==> src/rtl/mealy_seq_detect.sv <==
// Mealy serial pattern detector: flags the cycle whose input bit completes PATTERN
// (overlaps allowed) and keeps a saturating count of hits.
module mealy_seq_detect #(
    parameter int unsigned        PAT_LEN = 3,
    parameter logic [PAT_LEN-1:0] PATTERN = 3'b101,
    parameter int unsigned        CNT_W   = 8
) (
    input  logic             clk,
    input  logic             rst,
    input  logic             x,
    output logic             z,
    output logic [CNT_W-1:0] match_count
);

    localparam int unsigned SW    = (PAT_LEN > 2) ? $clog2(PAT_LEN) : 1;
    localparam int unsigned TBL_N = 2 ** (SW + 1);
    localparam logic [SW-1:0] LAST_STATE = SW'(PAT_LEN - 1);

    // Next state after seeing bit b in state k: longest prefix of PATTERN that is a
    // suffix of (first k pattern bits + b), capped below a full match.
    function automatic int unsigned next_f(input int unsigned k, input int unsigned b);
        int unsigned pat;
        int unsigned seen;
        int unsigned lim;
        int unsigned best;
        pat  = 32'(PATTERN);
        seen = ((pat >> (PAT_LEN - k)) << 1) | b;
        lim  = (k + 1 < PAT_LEN) ? k + 1 : PAT_LEN - 1;
        best = 0;
        for (int unsigned l = 1; l <= lim; l++) begin
            if ((seen & ((32'd1 << l) - 1)) == (pat >> (PAT_LEN - l))) best = l;
        end
        return best;
    endfunction

    logic [SW-1:0] current_state;
    logic [SW-1:0] next_state;
    logic [SW-1:0] nxt_tbl [TBL_N];

    // Transition table indexed by {state, x}; unreachable codes fall back to 0.
    for (genvar i = 0; i < TBL_N; i++) begin : g_tbl
        if (i < int'(2 * PAT_LEN)) begin : g_valid
            localparam int unsigned NXT = next_f(32'(i / 2), 32'(i % 2));
            assign nxt_tbl[i] = SW'(NXT);
        end else begin : g_pad
            assign nxt_tbl[i] = '0;
        end
    end

    assign next_state = nxt_tbl[{current_state, x}];

    // Reset gates z so a held-low rst never reports a hit.
    assign z = rst & (current_state == LAST_STATE) & (x == PATTERN[0]);

    always_ff @(posedge clk or negedge rst) begin
        if (!rst) begin
            current_state <= '0;
            match_count   <= '0;
        end else begin
            current_state <= next_state;
            if (z && (match_count != '1)) match_count <= match_count + CNT_W'(1);
        end
    end

endmodule

==> config.mk <==
export PLATFORM = sky130hd
export DESIGN_NAME = mealy_seq_detect
export DESIGN_NICKNAME = d
export VERILOG_FILES = /design/src/rtl/mealy_seq_detect.sv
export SDC_FILE = /design/constraint.sdc
export NUM_CORES = 1
export LEC_CHECK = 0
export ABC_AREA = 0
export BUFFER_PORTS_ARGS = -buffer_cell sky130_fd_sc_hd__buf_2
export CORE_AREA = 2 2 39 41
export CTS_BUF_LIST = sky130_fd_sc_hd__clkbuf_2 sky130_fd_sc_hd__clkbuf_4 sky130_fd_sc_hd__clkbuf_8
export CTS_CLUSTER_DIAMETER = 60
export DETAILED_ROUTE_END_ITERATION = 8
export DIE_AREA = 0 0 41 43
export GPL_ROUTABILITY_DRIVEN = 0
export PLACE_DENSITY = 0.68
export SYNTH_ARGS = -nofsm -noshare
export SYNTH_HDL_FRONTEND = slang
export SYNTH_SLANG_ARGS = --single-unit
==> constraint.sdc <==
create_clock -name clk -period 2.85 [get_ports clk]
set_input_delay 0.285 -clock clk [delete_from_list [all_inputs] [get_ports clk]]
set_output_delay 0.285 -clock clk [all_outputs]
set_load 0.1 [all_outputs]
* Word-level counts from Yosys, hierarchy flattened
Memory sizes are Yosys's and may differ from the RTL's. A register that Yosys moved wholly into a read port is not among the register bits.
Index checks and enable logic that the tools add are counted.
** Word-level totals
- Bits in registers :: 8
- ROM bits :: 16
- Output and inout port bits :: 9
- Memories :: 1
** Memories
- (no name shown) :: words 8, bits a word 2, rd ports 1, clocked after memory_dff 1, wr ports 0, line 50 : assign next_state = nxt_tbl[{current_state, x}];
** Operators by class
- $add $sub $neg :: 1
- Eq/ne operators :: 2
- Bitwise logic cells :: 3
- Reduce and logical (&&, ||, !) cells :: 2
** Operators with widths (number)
- adder 8 x 1 -> 8 bit, second input constant :: 1
- != test 8 bit, second input constant :: 1
- inverter 3 -> 4 bit :: 1
- AND 1 bit :: 2
- == test 2 bit, second input constant :: 1
- logical AND 1 bit :: 1
- zero test 1 bit :: 1

* Longest topological paths before layout
Gate-level depths: netlist (run 1).
- Depth after elaboration :: 4
- Mapped depth :: 5

* Worst setup path before layout (run 1)
No wires, ideal clock.
- Path type :: reg-to-reg
- From :: register match_count[0]
- To :: register match_count[1]
- Arrival :: 2.041 ns
- Required time :: 2.724 ns
- Path slack :: 0.683 ns
- Cell stages (with the launch flop) :: 6
- Path buffers :: 0
- Path through :: dfrtp_1 > ha_1 > nand4_1 > nor2_1 > a21boi_2 > mux2_2
** On the way
- Cells in the longest elaborated chain, start to end :: 2
** Ends and longest elaborated chain
- from (decl) :: line 12 : output logic [CNT_W-1:0] match_count
- from (signal assigned) :: line 61 : if (z && (match_count != '1)) match_count <= match_count + CNT_W'(1);
- branches (longest 2 deep; another with adder 8 x 1 -> 8 bit)
Several ways; the timed one is not identified.
A chain may end at the register's enable or synchronous reset.

* Worst setup path after layout (run 1)
- From :: input port rst
- To :: output port z
** On the way
- Cells in the longest elaborated chain, start to end :: 2
** Ends and longest elaborated chain
- from (decl) :: line 9 : input logic rst,
- AND 1 bit (2 in series) :: line 53 : assign z = rst & (current_state == LAST_STATE) & (x == PATTERN[0]);
- to (decl) :: line 11 : output logic z,
Every way passes these cells.

==> results.yml, run 1 <==
die:
  die_area_um2: 1760
  start_util_pct: 35.7
  coreArea_um2: 1380
  num_rows: 14
  die_y_um: 43
  io_pins: 12
  die_width_um: 41
critical_path:
  critical_path_required_ns: 2.57
  endpoint_kind: "primary output"
  r2r-start: "match_count[0]"
  r2r_cells: 5
  cp_slowest_cell: "dlygate4sd3_1"
  start_kind: "input pin"
  critPathBufInv: 3
  cpMostUsedCell: "buf_2"
  critPathTopFamily: "buffers and inverters"
  crit_fanout: 11
  arrival_ns: 1.91
  critical_path_class: "in -> out"
  crit_start: "rst"
  cp_num_cells: 4
  crit_chain: "dlygate4sd3_1 > buf_2 > and4b_1 > buf_2"
  slowest_delay_ns: 0.52
power:
  leakage_nw: 0.295
  vdd_drop_max_mv: 0.302
  p_int_w: 0.000266
  power.share.clock_pct: 25.6
  power.density_nw_per_um2: 802
  p_sw_w: 0.000219
  finalPower_w: 0.000484
  pwr-share-comb_pct: 35.6
  p_seq_share_pct: 38.9
  switching_share_pct: 45.1
synth:
  synth_common_cells: "dfrtp_1, o21ai_0, mux2_2, nand2_1, nand4_1"
  synth_top_area_cell: "dfrtp_1"
  async_flop_share_pct: 100
  synth_cell_types: 20
  yosys_register_bits: 10
  synth_ff_type: "dfrtp_1"
  synth_edf_count: 0
  synth_cells: 44
  synth_fp_nets: 48
  synth-seq-area-share_pct: 50.6
  yosysMostFrequentCell: "dfrtp_1"
  synth_warnings: 0
  synth.avg_cell_area_um2: 11.2
  yosys.area.top_type_share_pct: 50.6
  synth_area_leaders: "dfrtp_1, mux2_2, o21ai_0"
  synth_area_um2: 494
sta:
  setup-tns-final_ns: 0
  slew_headroom_pct: 67.8
  drv_slew: 0
  hold_violations: 0
  hold_slack_ns: 0.207
  setup_violations: 0
  max_freq_mhz: 455
  worst_pin_slew_ns: 0.486
  fin_crit_sh_pct: 77.1
  worst_slack_ns: 0.654
  rsz0062_at_grt: "false"
  layout_min_cycle_time_ns: 2.20
  skew_ns: 0.00452
route:
  drt_iter0_drc: 4
  antenna_left: 0
  drcViolationCount: 0
  first_pass_iters: 3
  dr_total_vias: 371
  wl_per_cell_um: 11.9
  vias_per_cell: 4.95
  routed_wl_um: 895
min_path:
  worstHoldPathCells: 2
  hold_path_class: "in -> reg"
  min_from: "x"
global_route:
  grt_overflow: 0
  grtUsageTotal_pct: 13.4
  antenna_found_initial: 0
  grt_max_degree: 12
  grt_pass1_vias: 340
  grt_pass1_wl_um: 1480
layout:
  drive_above_1_share_pct: 35.6
  multi_input_area_um2: 225
  nets: 64
  regArea_um2: 250
  finish.utilization_pct: 43.7
  fillers: 143
  syn_to_final_growth_pct: 22.3
  n_antenna_cell: 0
clock_network:
  cts_setup_buffers: 0
  cts_inserted_buffers: 3
  insertion_delay_ns: 0.26
  htreeDepth: 1
  clk_pin_slew_ns: 0.07
  cts_sinks: 10
  clock-root-buffer: "clkbuf_4"
  clk_path_buf_depth: 2
  tritoncts: "built"
placed_design:
  placement.io_buffers: 11
  dpl_worst_slack_ns: 1.16
  dp.final_hpwl_um: 716
run_status:
  status: "finished, final reports clean"
run:
  cap_violations: 0
power groups by stage:
stage	logic (W)	registers (W)	clock network (W)
after detailed placement	0.000172	0.000192	0
final	0.000172	0.000188	0.000124
after global placement	0.000170	0.000190	0
after floorplan	0.0000275	0.000304	0
after global routing	0.000181	0.000192	0.000139
after CTS	0.000173	0.000189	0.000130
logic make-up after synthesis:
| logic type | count (synthesis) | synth area share, % |
|---|---|---|
| AO/OA/AOI/OAI | 9 | 10.9 |
| XOR/XNOR | 1 | 1.77 |
| adder cells (fa/ha/maj) | 1 | 2.53 |
| buffers and inverters | 3 | 3.80 |
| flip-flops | 10 | 50.6 |
| multiplexers | 3 | 6.83 |
| AND/OR/NAND/NOR | 17 | 23.5 |
layout make-up:
| class | count | share of cell area, % |
|---|---|---|
| Timing Repair Buffer | 12 | 10.8 |
| Multi-Input combinational cell | 31 | 37.3 |
| Sequential cell | 10 | 41.4 |
| Inverter | 2 | 1.24 |
| Clock buffer | 4 | 6.00 |
| Tap cell | 16 | 3.31 |
layout by cell type, fill, tap and decap left out, drive strengths merged:
cell and n:
and3 2, nand4 4, xor2 1, ha 1, a21boi 2, nor3b 1
mux2 3, and4b 1, nor2 2, dlygate4sd3 1, or2b 1, buf 11
dfrtp 10, clkbuf 4, nor3 3, o21ai 5, nand2 3, a21oi 2
inv 2
worst reg2reg max path: stages, from the launching register on:
cell and delay, ns:
dfrtp_1 0.44, ha_1 0.28, nand4_1 0.13, nor2_1 0.08
a21boi_2 0.18, mux2_2 0.35
flip-flops by register name (all words and copies together), names as in the netlist:
name and flops:
current_state 2, match_count 8
per-stage QoR:
stage          area (um^2)  instances
3_3_place_gp           558         70
5_1_grt                604         75
4_1_cts                604         75
6_report               604         75
2_1_floorplan          494         44
3_5_place_dp           558         70
worst paths after layout:
kind	endpoint	slack, ns
max	z	0.65
min	current_state[1]	0.21
max reg2reg	match_count[1]	1.28
min reg2reg	current_state[1]	0.45
max in group asynchronous	match_count[5]	2.25
min in group asynchronous	match_count[0]	0.41
repair_timing:
action | in CTS | in global routing
setup endpoints to repair | 0 | 0
resized for setup | 0 | 0
hold buffers | 1 | 0
endpoints found under the hold margin | 10 | 0
routing by layer:
metal	routed length, um	part of all wire [%]	up-vias	track usage, %
met1	410	46	170	15.9
met2	431	48	8	17.8
li1	-	-	191	-
met5	0	0	-	0
met4	14	1.6	0	8.00
met3	38	4.2	2	7.85
Note: power is estimated with default switching activity, not from simulation.
==> inputs of run 2 (changes only) <==
--- a/config.mk
+++ b/config.mk
@@ -13,7 +13,7 @@
 export DETAILED_ROUTE_END_ITERATION = 8
 export DIE_AREA = 0 0 41 43
 export GPL_ROUTABILITY_DRIVEN = 0
-export PLACE_DENSITY = 0.68
+export PLACE_DENSITY = 0.7
 export SYNTH_ARGS = -nofsm -noshare
 export SYNTH_HDL_FRONTEND = slang
 export SYNTH_SLANG_ARGS = --single-unit
==> constraint.sdc (replaced) <==
create_clock -name clk -period 2 [get_ports clk]
set_input_delay 0.2 -clock clk [delete_from_list [all_inputs] [get_ports clk]]
set_output_delay 0.2 -clock clk [all_outputs]
set_load 0.1 [all_outputs]
==> results.yml, run 2 (same netlist as run 1, synthesis figures left out) <==
run_status:
  status: "finished, final reports clean"
layout:
  fillers: 137
  syn_to_final_growth_pct: 24.3
  nets: 65
  multi_input_area_um2: 225
  final_cell_mix: "buf_2, dfrtp_1, o21ai_0"
  finish.utilization_pct: 44.4
  n_antenna_cell: 0
  regArea_um2: 253
  largest_register_ffs: 8
  drive_above_1_share_pct: 40.0
  layout_commonest_cell: "buf_2"
  largest-register: "match_count"
  top_regs: "match_count x8, current_state x2"
power:
  p_int_w: 0.000385
  power.share.clock_pct: 25.5
  switching_share_pct: 45.2
  vdd_drop_max_mv: 0.377
  p_sw_w: 0.000317
  leakage_nw: 0.298
  finalPower_w: 0.000702
  p_seq_share_pct: 39.0
  power.density_nw_per_um2: 1140
  pwr-share-comb_pct: 35.5
sta:
  fin_crit_sh_pct: 92.5
  max_freq_mhz: 540
  layout_min_cycle_time_ns: 1.85
  worst_pin_slew_ns: 0.485
  worst_slack_ns: 0.149
  slew_headroom_pct: 67.9
  skew_ns: 0.00478
  drv_slew: 0
  rsz0062_at_grt: "false"
  hold_violations: 0
  setup_violations: 0
  hold_slack_ns: 0.114
  setup-tns-final_ns: 0
clock_network:
  clk_path_buf_depth: 2
  cts_sinks: 10
  insertion_delay_ns: 0.26
  cts_setup_buffers: 0
  cts_hold_buf: 1
  clk_pin_slew_ns: 0.06
  clock-root-buffer: "clkbuf_4"
  htreeDepth: 1
  cts_inserted_buffers: 3
  tritoncts: "built"
  cts-resized-gates: 0
route:
  wl_per_cell_um: 12.2
  antenna_left: 0
  first_pass_iters: 4
  routed_wl_um: 924
  drcViolationCount: 0
  drt_iter0_drc: 7
  vias_per_cell: 5.11
  dr_total_vias: 388
critical_path:
  critical_path_required_ns: 1.80
  crit_start: "rst"
  r2r-start: "current_state[0]"
  endpoint_kind: "primary output"
  arrival_ns: 1.65
  critical_path_class: "in -> out"
  crit_fanout: 6
  start_kind: "input pin"
run:
  cap_violations: 0
global_route:
  grtUsageTotal_pct: 14.1
  grt_pass1_vias: 371
  antenna_found_initial: 0
  grt_pass1_wl_um: 1520
  grt_overflow: 0
  grt_max_degree: 11
die:
  die_y_um: 43
  io_pins: 12
  start_util_pct: 35.7
  die_width_um: 41
  coreArea_um2: 1380
  num_rows: 14
  die_area_um2: 1760
min_path:
  min_from: "x"
  hold_path_class: "in -> reg"
placed_design:
  dpl_worst_slack_ns: 0.455
  placement.io_buffers: 11
[run 2: changes by cell type in the layout (fill, tap and decap cells not counted)]
cell | previous run | this run
buf_4 | 0 | 1
dfrtp_2 | 0 | 2
dfrtp_1 | 10 | 8
[run 2: final timing paths]
path / endpoint / slack [ns] / depth (start not counted)
max: z / 0.15 / 4
min in group asynchronous: current_state[0] / 0.39 / 3
min: current_state[1] / 0.11 / 2
max reg2reg: match_count[7] / 0.46 / 4
min reg2reg: current_state[1] / 0.45 / 1
max in group asynchronous: match_count[1] / 1.45 / 3
[run 2: layout make-up]
type                    count  area share [%]
clock buffers               4            5.91
repair buffers             13            11.8
multi-input cells          31            36.7
inverters                   2            1.22
well taps                  16            3.26
flip-flops and latches     10            41.1
[run 2: routing by layer]
layer | track usage (%) | vias up | routed length, um
met3 | 6.28 | 4 | 41
li1 | - | 191 | -
met5 | 0 | - | 0
met2 | 16.9 | 10 | 417
met4 | 14.0 | 0 | 45
met1 | 17.3 | 183 | 420
[run 2: critical path, stage by stage]
cell           delay [ns]
dlygate4sd3_1        0.52
buf_2                0.11
and4b_1              0.34
buf_2                0.48
[run 2: power groups by stage]
stage | combinational, W | clock [W] | sequential (W)
floorplan | 0.0000389 | 0 | 0.000438
global placement | 0.000247 | 0 | 0.000276
detailed placement | 0.000247 | 0 | 0.000279
CTS | 0.000251 | 0.000188 | 0.000274
global route | 0.000265 | 0.000200 | 0.000280
finish | 0.000249 | 0.000179 | 0.000273
[run 2: metrics by stage]
stage / area [um^2] / std cells
2_1_floorplan: 497 / 44
3_3_place_gp: 568 / 71
3_5_place_dp: 568 / 71
4_1_cts: 614 / 76
5_1_grt: 614 / 76
6_report: 614 / 76
==> inputs of run 3 (changes only) <==
--- a/config.mk
+++ b/config.mk
@@ -6,7 +6,7 @@
 export NUM_CORES = 1
 export LEC_CHECK = 0
 export ABC_AREA = 0
-export BUFFER_PORTS_ARGS = -buffer_cell sky130_fd_sc_hd__buf_2
+export BUFFER_PORTS_ARGS = -buffer_cell sky130_fd_sc_hd__buf_4
 export CORE_AREA = 2 2 39 41
 export CTS_BUF_LIST = sky130_fd_sc_hd__clkbuf_2 sky130_fd_sc_hd__clkbuf_4 sky130_fd_sc_hd__clkbuf_8
 export CTS_CLUSTER_DIAMETER = 60
==> results.yml, run 3 (same netlist as run 1, synthesis figures left out) <==
layout:
  instances_no_fill: 75
  fillers: 128
  final_cell_mix: "buf_4, dfrtp_1, o21ai_0"
  largest-register: "match_count"
  layout_commonest_cell: "buf_4"
  nets: 64
  finalInstanceArea_um2: 634
  drive_above_1_share_pct: 39.0
  syn_to_final_growth_pct: 28.4
  n_antenna_cell: 0
  largest_register_ffs: 8
  top_regs: "match_count x8, current_state x2"
run_status:
  status: "finished, final reports clean"
critical_path:
  critical_path_class: "in -> out"
  start_kind: "input pin"
  cpMostUsedCell: "buf_4"
  crit_chain: "dlygate4sd3_1 > buf_4 > and4b_1 > buf_4"
  endpoint_kind: "primary output"
  crit_fanout: 11
  slowest_delay_ns: 0.52
  arrival_ns: 1.62
  cp_slowest_cell: "dlygate4sd3_1"
  critical_path_required_ns: 1.80
route:
  vias_per_cell: 5.09
  drt_iter0_drc: 0
  antenna_left: 0
  routed_wl_um: 912
  dr_total_vias: 382
  wl_per_cell_um: 12.2
  drcViolationCount: 0
  first_pass_iters: 1
sta:
  worst_pin_slew_ns: 0.280
  setup-tns-final_ns: 0
  skew_ns: 0.00774
  layout_min_cycle_time_ns: 1.82
  drv_slew: 0
  slew_headroom_pct: 81.5
  setup_violations: 0
  max_freq_mhz: 551
  hold_violations: 0
  rsz0062_at_grt: "false"
  fin_crit_sh_pct: 90.8
placed_design:
  dp.cells: 70
  dpl_cell_area_um2: 588
  placement.io_buffers: 11
die:
  num_rows: 14
  die_area_um2: 1760
  coreArea_um2: 1380
  io_pins: 12
  die_width_um: 41
  die_y_um: 43
  start_util_pct: 35.7
min_path:
  hold_path_class: "in -> reg"
power:
  leakage_nw: 0.299
  power.density_nw_per_um2: 1130
  vdd_drop_max_mv: 0.554
clock_network:
  tritoncts: "built"
  insertion_delay_ns: 0.27
  clock-root-buffer: "clkbuf_4"
  cts-resized-gates: 0
  clk_path_buf_depth: 2
  htreeDepth: 1
  cts_inserted_buffers: 3
  clk_pin_slew_ns: 0.06
  cts_sinks: 10
global_route:
  grt_pass1_vias: 359
  grt_max_degree: 12
  grtUsageTotal_pct: 13.4
  antenna_found_initial: 0
  grt_pass1_wl_um: 1460
  grt_overflow: 0
run:
  cap_violations: 0
==> run 3: changes by cell type in the layout (fill, tap and decap cells not counted), sizes merged <==
cell,before,now
buf,12,11
==> run 3: per-stage QoR <==
stage / util [%] / total power (W) / setup WS [ns] / hold WS [ns]
2_1_floorplan: - / 0.000477 / 0.141 / -0.0956
3_3_place_gp: 42.5 / 0.000535 / 0.457 / 0.0351
3_5_place_dp: 42.5 / 0.000540 / 0.437 / 0.0373
4_1_cts: 45.8 / 0.000727 / 0.174 / 0.0946
5_1_grt: 45.8 / 0.000753 / 0.0810 / 0.101
6_report: 45.8 / 0.000717 / 0.184 / 0.101
==> run 3: where the power goes <==
part	leakage (nW)	internal (W)	switching, W
sequential	0.121	0.000231	0.0000417
clock	0.0210	0.000111	0.0000724
combinational	0.157	0.0000555	0.000206
total	0.299	0.000397	0.000320
==> run 3: path summary, 6_finish.rpt <==
check | slack [ns] | cells past startpoint | endpoint | from
setup / recovery | 0.18 | 4 | z | rst
hold / removal | 0.10 | 2 | current_state[1] | x
setup reg to reg | 0.44 | 5 | match_count[1] | match_count[0]
hold reg to reg | 0.44 | 1 | current_state[1] | current_state[1]
max in group asynchronous | 1.54 | 2 | match_count[1] | rst
min in group asynchronous | 0.29 | 2 | match_count[2] | rst
==> run 3: cell type report <==
type / instances / area, um^2 / share of cell area [%]
Timing Repair Buffer: 12 / 92.6 / 14.6
Sequential cell: 10 / 253 / 39.8
Tap cell: 16 / 20.0 / 3.16
Inverter: 2 / 7.51 / 1.18
Multi-Input combinational cell: 31 / 225 / 35.5
Clock buffer: 4 / 36.3 / 5.72
==> run 3: repair_timing <==
| action | CTS | global route |
|---|---|---|
| hold buffers | 1 | 0 |
| endpoints found under the hold margin | 10 | 0 |
| buffers inserted | 0 | 0 |
| setup endpoints to repair | 0 | 0 |
==> run 3: layer usage <==
layer / vias up / GRT usage (%) / part of all wire [%]
met5: - / 0 / 0
met4: 0 / 14.0 / 2.1
met3: 2 / 3.14 / 4.7
met2: 8 / 19.7 / 48
met1: 182 / 14.0 / 45
li1: 190 / - / -
==> run 3: worst max-delay path: cells and delay by family <==
kind	cells	cell delay, ns
buffers and inverters	3	1.05
and+or+nand+nor	1	0.36
